$ cat src/rtl/grid_pkg.sv
// Shared constants and state encoding for the 28x28 drawing-grid pixel streamer.
package grid_pkg;

    localparam int unsigned GRID_SIZE   = 28;
    localparam int unsigned GRID_CELLS  = GRID_SIZE * GRID_SIZE;
    localparam int unsigned GRID_ADDR_W = 10;
    localparam int unsigned LAST_IDX    = GRID_CELLS - 1;

    typedef enum logic [1:0] {
        IDLE   = 2'd0,
        STREAM = 2'd1,
        DONE   = 2'd2
    } stream_state_e;

endpackage

$ cat src/rtl/stream_skid_fifo.sv
// Two-entry FIFO of {index, pixel} pairs; the head entry drives the pixel stream.
module stream_skid_fifo #(
    parameter int unsigned DATA_W = 8,
    parameter int unsigned IDX_W  = 10
) (
    input  logic              clk,
    input  logic              rst_n,
    input  logic              flush_i,
    input  logic              push_i,
    input  logic [IDX_W-1:0]  push_idx_i,
    input  logic [DATA_W-1:0] push_data_i,
    input  logic              pop_i,
    output logic [IDX_W-1:0]  head_idx_o,
    output logic [DATA_W-1:0] head_data_o,
    output logic [1:0]        occ_o
);

    logic [IDX_W-1:0]  idx_q  [2];
    logic [DATA_W-1:0] data_q [2];
    logic              wr_ptr_q;
    logic              rd_ptr_q;
    logic [1:0]        occ_q;
    logic              do_push;
    logic              do_pop;

    assign do_pop  = pop_i && (occ_q != 2'd0);
    assign do_push = push_i && ((occ_q != 2'd2) || do_pop);

    // Flush only rewinds pointers; stale payload is hidden behind occ_q == 0.
    always_ff @(posedge clk or negedge rst_n) begin
        if (!rst_n) begin
            for (int i = 0; i < 2; i++) begin
                idx_q[i]  <= '0;
                data_q[i] <= '0;
            end
            wr_ptr_q <= 1'b0;
            rd_ptr_q <= 1'b0;
            occ_q    <= 2'd0;
        end else if (flush_i) begin
            wr_ptr_q <= 1'b0;
            rd_ptr_q <= 1'b0;
            occ_q    <= 2'd0;
        end else begin
            if (do_push) begin
                idx_q[wr_ptr_q]  <= push_idx_i;
                data_q[wr_ptr_q] <= push_data_i;
                wr_ptr_q         <= ~wr_ptr_q;
            end
            if (do_pop) begin
                rd_ptr_q <= ~rd_ptr_q;
            end
            occ_q <= occ_q + 2'(do_push) - 2'(do_pop);
        end
    end

    assign head_idx_o  = idx_q[rd_ptr_q];
    assign head_data_o = data_q[rd_ptr_q];
    assign occ_o       = occ_q;

endmodule

$ cat src/rtl/grid_pixel_streamer.sv
// Reads the 784-cell drawing grid in row-major order and streams it as pixels.
// Optional GRID_INK_COUNT_EN adds an ink_count output (set pixels per frame).
module grid_pixel_streamer
    import grid_pkg::*;
#(
    parameter int unsigned          DATA_W  = 8,
    parameter logic [DATA_W-1:0]    ONE_VAL = DATA_W'(255),
    parameter int unsigned          RD_LAT  = 1
) (
    input  logic                   CLOCK_50,
    input  logic                   resetn,
    input  logic                   start,
    input  logic                   abort,
    output logic [GRID_ADDR_W-1:0] rd_addr,
    output logic                   rd_en,
    input  logic                   rd_data,
    output logic                   pix_valid,
    input  logic                   pix_ready,
    output logic [DATA_W-1:0]      pix_data,
    output logic [GRID_ADDR_W-1:0] pix_index,
    output logic                   pix_last,
    output logic                   busy,
    output logic                   done
`ifdef GRID_INK_COUNT_EN
    ,
    output logic [GRID_ADDR_W-1:0] ink_count
`endif
);

    if (RD_LAT != 1) begin : g_bad_rd_lat
        $error("grid_pixel_streamer: only RD_LAT = 1 is supported");
    end

    stream_state_e          state_q, state_d;
    logic [GRID_ADDR_W-1:0] ptr_q, ptr_d;
    logic                   inflight_q;
    logic [GRID_ADDR_W-1:0] inflight_idx_q;
    logic                   busy_q, busy_d;
    logic                   done_q, done_d;
    logic [1:0]             occ;
    logic [2:0]             resv;
    logic [GRID_ADDR_W-1:0] head_idx;
    logic [DATA_W-1:0]      head_data;
    logic                   xfer;
    logic                   start_acc;
    logic                   flush;
    logic                   push;

    assign pix_valid = (occ != 2'd0);
    assign xfer      = pix_valid && pix_ready;
    assign start_acc = (state_q == IDLE) && start && !abort;
    assign flush     = abort && (state_q != IDLE);
    assign push      = inflight_q && !flush;

    // Slots still claimed after this cycle's pop; keeping it below 2 means the FIFO never overflows.
    assign resv  = 3'(occ) + 3'(inflight_q) - 3'(xfer);
    assign rd_en = (state_q == STREAM) && !abort
                && (ptr_q < GRID_ADDR_W'(GRID_CELLS)) && (resv < 3'd2);

    always_ff @(posedge CLOCK_50 or negedge resetn) begin
        if (!resetn) begin
            state_q <= IDLE;
        end else begin
            state_q <= state_d;
        end
    end

    always_comb begin
        state_d = state_q;
        unique case (state_q)
            IDLE:    if (start_acc) state_d = STREAM;
            STREAM: begin
                if (abort) begin
                    state_d = IDLE;
                end else if (xfer && (head_idx == GRID_ADDR_W'(LAST_IDX))) begin
                    state_d = DONE;
                end
            end
            DONE:    state_d = IDLE;
            default: state_d = IDLE;
        endcase
    end

    always_comb begin
        busy_d = 1'b0;
        done_d = 1'b0;
        ptr_d  = '0;
        if (state_d == STREAM) begin
            busy_d = 1'b1;
            ptr_d  = ptr_q + GRID_ADDR_W'(rd_en);
        end
        if (state_d == DONE) begin
            done_d = 1'b1;
        end
    end

    always_ff @(posedge CLOCK_50 or negedge resetn) begin
        if (!resetn) begin
            busy_q         <= 1'b0;
            done_q         <= 1'b0;
            ptr_q          <= '0;
            inflight_q     <= 1'b0;
            inflight_idx_q <= '0;
        end else begin
            busy_q         <= busy_d;
            done_q         <= done_d;
            ptr_q          <= ptr_d;
            inflight_q     <= rd_en;
            inflight_idx_q <= ptr_q;
        end
    end

    stream_skid_fifo #(
        .DATA_W (DATA_W),
        .IDX_W  (GRID_ADDR_W)
    ) u_fifo (
        .clk         (CLOCK_50),
        .rst_n       (resetn),
        .flush_i     (flush),
        .push_i      (push),
        .push_idx_i  (inflight_idx_q),
        .push_data_i (rd_data ? ONE_VAL : '0),
        .pop_i       (xfer),
        .head_idx_o  (head_idx),
        .head_data_o (head_data),
        .occ_o       (occ)
    );

    assign rd_addr   = ptr_q;
    assign pix_data  = head_data;
    assign pix_index = head_idx;
    assign pix_last  = pix_valid && (head_idx == GRID_ADDR_W'(LAST_IDX));
    assign busy      = busy_q;
    assign done      = done_q;

`ifdef GRID_INK_COUNT_EN
    logic [GRID_ADDR_W-1:0] ink_q;

    always_ff @(posedge CLOCK_50 or negedge resetn) begin
        if (!resetn) begin
            ink_q <= '0;
        end else if (start_acc) begin
            ink_q <= '0;
        end else if (xfer && (head_data == ONE_VAL)) begin
            ink_q <= ink_q + GRID_ADDR_W'(1);
        end
    end

    assign ink_count = ink_q;
`endif

endmodule

$ cat config.mk
export PLATFORM = sky130hd
export DESIGN_NAME = grid_pixel_streamer
export DESIGN_NICKNAME = d
export VERILOG_FILES = /design/src/rtl/grid_pkg.sv /design/src/rtl/stream_skid_fifo.sv /design/src/rtl/grid_pixel_streamer.sv
export SDC_FILE = /design/constraint.sdc
export NUM_CORES = 1
export LEC_CHECK = 0
export BUFFER_PORTS_ARGS = -buffer_cell sky130_fd_sc_hd__buf_2
export CORE_MARGIN = 3
export CORE_UTILIZATION = 56
export DETAILED_ROUTE_END_ITERATION = 10
export HOLD_SLACK_MARGIN = 0.1
export PLACE_DENSITY = 0.79
export SLEW_MARGIN = 20
export SYNTH_ARGS = -nofsm -noshare
export SYNTH_HDL_FRONTEND = slang
export SYNTH_SLANG_ARGS = --single-unit
$ cat constraint.sdc
create_clock -name CLOCK_50 -period 3.51 [get_ports CLOCK_50]
set_input_delay 0.5265 -clock CLOCK_50 [delete_from_list [all_inputs] [get_ports CLOCK_50]]
set_output_delay 0.5265 -clock CLOCK_50 [all_outputs]
set_load 0.02 [all_outputs]
* After elaboration in Yosys (flattened, before gate mapping)
Cells that the tools add are included.
** Storage, ports and cells
- Bits in registers :: 65
- Input bits :: 6
- Output and inout port bits :: 33
- Logic and storage cells :: 80
** Cells by class
- $add $sub $neg :: 5
- Order comparisons :: 5
- Equal/unequal tests :: 5
- Mux-type cells :: 25
- Bitwise gates (word level) :: 5
- Reductions and logical operators :: 22
** Operator list (count)
- 10-bit two-way mux :: 5
- 8-bit two-way mux :: 5
- 20-bit bitwise mux :: 1
- 16-bit bitwise mux :: 1
- 1-bit logical AND :: 13
- 10-bit by 1-bit adder with 10-bit output :: 1
- 10-bit demux with 1-bit select :: 1
- 10-bit equality test (second input constant) :: 1
- 10-bit less-than comparator (second input constant) :: 1
- 8-bit demux with 1-bit select :: 1
- 2-bit two-way mux :: 4
- 2-bit nonzero test :: 4
- 1-bit two-way mux :: 6
- 2-bit by 1-bit equality test with 1-bit output (second input constant) :: 2
- 2-bit >= comparator (second input constant) :: 2
- 1-bit inverter with 2-bit output :: 2
- 2-bit case mux with 2 select lines :: 1
- 2-bit by 1-bit adder with 3-bit output :: 1
- 3-bit by 2-bit less-than comparator with 1-bit output (second input constant) :: 1
- 1-bit inverter :: 3
- 3-bit by 1-bit subtractor with 3-bit output :: 1
- 2-bit by 1-bit adder with 2-bit output :: 1
- 2-bit equality test (second input constant) :: 1
- 1-bit logical NOT :: 2
- other kinds (6) :: 6

* Logic depth before layout (Yosys ltp)
- Depth after elaboration :: 11
- Depth in mapped cells :: 15
- Mapped depth without buffers :: 14

* Hierarchy
A second synthesis with hierarchy kept.
** Unflattened totals
- Cell total of the unflattened synthesis :: 202
- Area, all modules :: 2845.2 µm²
** By module, submodules not included
- stream_skid_fifo :: instances 1, cells each 117, area each 1824.2 µm², seq. area each 1001.0 µm²
- grid_pixel_streamer :: instances 1, cells each 85, area each 1021.0 µm², seq. area each 625.6 µm²

* Worst setup path before layout
No wires, ideal clock.
- Path type :: register -> register
- From :: register u_fifo.occ_q[1] (netlist: u_fifo.occ_o[1])
- To :: register ptr_q[8] (netlist: rd_addr[8])
- Setup time :: 0.123 ns
- Arrival time :: 3.231 ns
- Required time :: 3.387 ns
- Path slack :: 0.157 ns
- Stages on the path, launching flop included :: 16
- Buffers on the path :: 1
- Period minus slack after synthesis :: 3.353 ns
- Cell sequence :: dfrtp_1 > buf_2 > o21a_1 > ha_1 > inv_1 > nand2_1 > fa_1 > xnor2_1 > nand4_1 > a31oi_1 > ha_1 > ha_1 > inv_1 > nor3_1 > xnor2_1 > nor3b_2
** On the way
- Elaborated cells on any way between the ends :: 13
- Those cells by class :: add/sub (3); order compare (1); eq/ne (1); mux (4); reduce/logical (4)
** RTL lines
- start: declaration :: RTL line stream_skid_fifo.sv:22 : logic [1:0] occ_q;
- start signal: assignment :: RTL line stream_skid_fifo.sv:52 : occ_q <= occ_q + 2'(do_push) - 2'(do_pop);
- parallel branches: the longest is 2 deep, another holds 2-bit by 1-bit adder with 3-bit output
- 3-bit by 1-bit subtractor with 3-bit output (*) :: RTL line grid_pixel_streamer.sv:56 : assign resv = 3'(occ) + 3'(inflight_q) - 3'(xfer);
- 3-bit by 2-bit less-than comparator with 1-bit output (*) :: RTL line grid_pixel_streamer.sv:58 : && (ptr_q < GRID_ADDR_W'(GRID_CELLS)) && (resv < 3'd2);
- 1-bit logical AND (*) :: RTL line grid_pixel_streamer.sv:58
- via rd_en :: RTL line grid_pixel_streamer.sv:15 : output logic rd_en,
- 10-bit by 1-bit adder with 10-bit output (*) :: RTL line grid_pixel_streamer.sv:90 : ptr_d = ptr_q + GRID_ADDR_W'(rd_en);
- 10-bit two-way mux (*) :: RTL line grid_pixel_streamer.sv:88 : if (state_d == STREAM) begin
- via ptr_d[8] :: RTL line grid_pixel_streamer.sv:35 : logic [GRID_ADDR_W-1:0] ptr_q, ptr_d;
- end signal: assignment :: RTL line grid_pixel_streamer.sv:107 : ptr_q <= ptr_d;
- end: declaration :: RTL line grid_pixel_streamer.sv:35
Mark *: on every way through the listed nets, which the timed path passes.
A chain may end at the register's enable or synchronous reset.

* Worst setup path after layout
- From :: register u_fifo.occ_q[0] (netlist: u_fifo.occ_o[0])
- To :: register ptr_q[8] (netlist: rd_addr[8])
** On the way
- Longest elaborated chain between the ends :: 8
- Elaborated cells on any way between the ends :: 13
- Those cells by class :: add/sub (3); order compare (1); eq/ne (1); mux (4); reduce/logical (4)
** RTL lines (RTL line)
- parallel branches: the longest is 7 deep, another holds 10-bit by 1-bit adder with 10-bit output
- 10-bit two-way mux (*) :: grid_pixel_streamer.sv:88
- via ptr_d[8] :: grid_pixel_streamer.sv:35
Marked as above.

==> reports/qor.yml <==
cells_and_area:
  final_nets: 230
  layout.cells.most_common_list: "dfrtp_1, buf_2, mux2_4"
  fill_cells: 328
  diodes: 0
  syn2layout_area_growth_pct: 9.71
  layout_commonest_cell: "dfrtp_1"
  multi_input_area_sq_um: 1050
  drive_gt1_share_pct: 42.7
  regArea_sq_um: 1280
grt:
  overflow: 0
  antenna_found_initial: 0
  grt_usage_pct: 18.3
  grt_pass1_vias: 1459
  grt_max_degree: 52
  grt_pass1_wl_mm: 7.07
yosys:
  syn_avg_cell_area_sq_um: 13.3
  syn-num-nets: 197
  ys_async_sr_fraction_pct: 100
  synth_flop_cell: "dfrtp_1"
  ys_types: 35
  synth_top_area_share_pct: 51.8
  yosys_warnings: 0
  synth_area_leader_cell: "dfrtp_1"
  synth_area_leaders: "dfrtp_1, mux2_4, mux2_2, xnor2_1, nor3b_2"
  seq_area_frac_synth_pct: 51.8
  postSynthCellCount: 185
  synth-edff-count: 0
  synth_area_sq_um: 2460
  ys_ff_latch: 51
timing:
  fin_skew_ps: 5.48
  rsz0062_at_grt: "false"
  slew_violations: 0
  setup_violations: 0
  worstMarginPinSlew_ps: 659
  hold_viol_final: 0
  fin_crit_ps: 3110
  setup_tns_ps: 0
  fmaxAchievable_ghz: 0.322
  maxSlewHeadroom_pct: 56.1
  min_period_over_period_pct: 88.5
cts:
  htree_levels: 2
  postCtsHoldBufs: 0
  cts.sink_count: 51
  insertion_delay_ps: 300
  post-cts-setup-buffer-count: 0
  clk_path_buf_depth: 2
  cts_tree: "yes"
  clkTransAtPathRegs_ps: 80
  ctsResizeCount: 0
  cts_made_buffers: 5
  root_buffer: "clkbuf_8"
routing:
  wl_met3_um: 244
  wire_per_inst_um: 16.0
  firstDrtPassIters: 4
  antenna_left: 0
  vias_per_cell: 5.51
  wl_mm: 4.29
  met2_length_mm: 2.02
  drc: 0
  wl_met1_mm: 1.97
  dr.first_iter.drc_count: 60
  vias: 1476
  top_layer_used: "met4"
power_and_ir_drop:
  vdd_drop_max_uv: 397
  powerDensity_nw_per_um2: 546
  leakagePower_nw: 1.39
  power_mw: 1.48
worst_setup_path:
  critical-path-max-stage-delay_ps: 420
  crit_arrival_ps: 3300
  cp_max_fo: 4
  crit_top_cell: "ha_1"
  r2r_setup_slack_ps: 400
  cp-end-kind: "flip-flop"
  cp-start-kind: "flip-flop"
  required_ps: 3700
  critical_path_class: "reg2reg"
  cp_num_buf_inv: 2
  cpMaxStageDelayCell: "dfrtp_1"
  crit_chain: "o21a_1 > ha_1 > inv_1 > nand2_1 > fa_1 > xnor2_1 > nand4_1 > a31oi_1 > ha_1 > ha_1 > inv_1 > nor3_1 > xnor2_1 > nor3b_2"
  crit_family: "adder cells"
floorplan:
  start_util_pct: 59.8
  io_pins: 39
  coreArea_sq_um: 4120
  dieHeight_um: 72.3
  fp-row-count: 23
  die_w_um: 72.3
  dieArea_sq_um: 5230
hold_path:
  worstHoldPathType: "in2async"
place:
  place_congestion: 0.854
  hpwl_mm: 2.98
  io_buffers: 38
job:
  maxCapViolCount: 0
run_status:
  status: "completed"
Yosys cell counts, types with 2 or more instances:
master,n
dfrtp_1,51
mux2_4,20
xnor2_1,11
mux2_2,10
nand2_1,10
nor2_1,10
buf_4,7
nor3b_2,6
ha_1,5
inv_1,5
nand3_1,5
nand4_1,5
nor2_2,5
nor2b_1,4
nor3_1,4
buf_6,3
and2_1,2
clkbuf_1,2
mux2_1,2
o21a_1,2
xor2_1,2
sequential cells by signal (all words and copies together) (netlist names):
register	flops
u_fifo.rd_ptr_q	1
u_fifo.data_q	2
u_fifo.wr_ptr_q	1
busy	1
inflight_idx_q	10
rd_addr	10
u_fifo.occ_o	2
done	1
inflight_q	1
state_q	2
u_fifo.idx_q	20
worst paths after layout:
kind,start,endpoint,cells after the start
worst max-delay path,u_fifo.occ_o[0]$_DFF_PN0_,rd_addr[8]$_DFF_PN0_,14
worst min-delay path,resetn,u_fifo.idx_q[17]$_DFFE_PN0P_,1
worst max register to register,u_fifo.occ_o[0]$_DFF_PN0_,rd_addr[8]$_DFF_PN0_,14
worst min register to register,rd_addr[0]$_DFF_PN0_,inflight_idx_q[0]$_DFF_PN0_,0
max in group asynchronous,resetn,u_fifo.occ_o[0]$_DFF_PN0_,1
min in group CLOCK_50,rd_addr[0]$_DFF_PN0_,inflight_idx_q[0]$_DFF_PN0_,0
final cells by class:
class	count	share of cell area, %
Sequential cell	51	47.2
Clock inverter	1	0.185
Timing Repair Buffer	40	7.69
Multi-Input combinational cell	115	38.8
Inverter	5	0.695
Tap cell	50	2.32
Clock buffer	6	3.06
kinds of logic after synthesis:
logic type,after synthesis,share of synthesized area [%]
buf+inv,19,5.59
xor+xnor,13,4.62
compound gates,9,3.76
flops,51,51.8
simple gates,55,13.2
mux,32,17.7
fa+ha+maj,6,3.35
layer usage:
layer  GRT usage [%]  vias to the layer above
met5               0                        -
met4            7.52                        0
met3            5.40                        5
li1                -                      691
met1            24.2                      737
met2            28.3                       43
stage by stage:
stage	std cells	setup WS, ps	instance area, sq um	hold slack, ps	util (%)
2_1_floorplan	185	157	2460	231	-
3_3_place_gp	261	400	2610	403	63.5
3_5_place_dp	261	279	2610	397	63.5
4_1_cts	268	384	2700	435	65.6
5_1_grt	268	176	2700	276	65.6
6_report	268	404	2700	235	65.6
power by group:
group	leakage (nW)	internal [mW]	switching, mW	total (mW)
registers	0.701	0.630	0.0591	0.689
clock network	0.0470	0.155	0.180	0.335
logic	0.644	0.186	0.265	0.451
No activity file was read; power rests on OpenSTA's default activity.
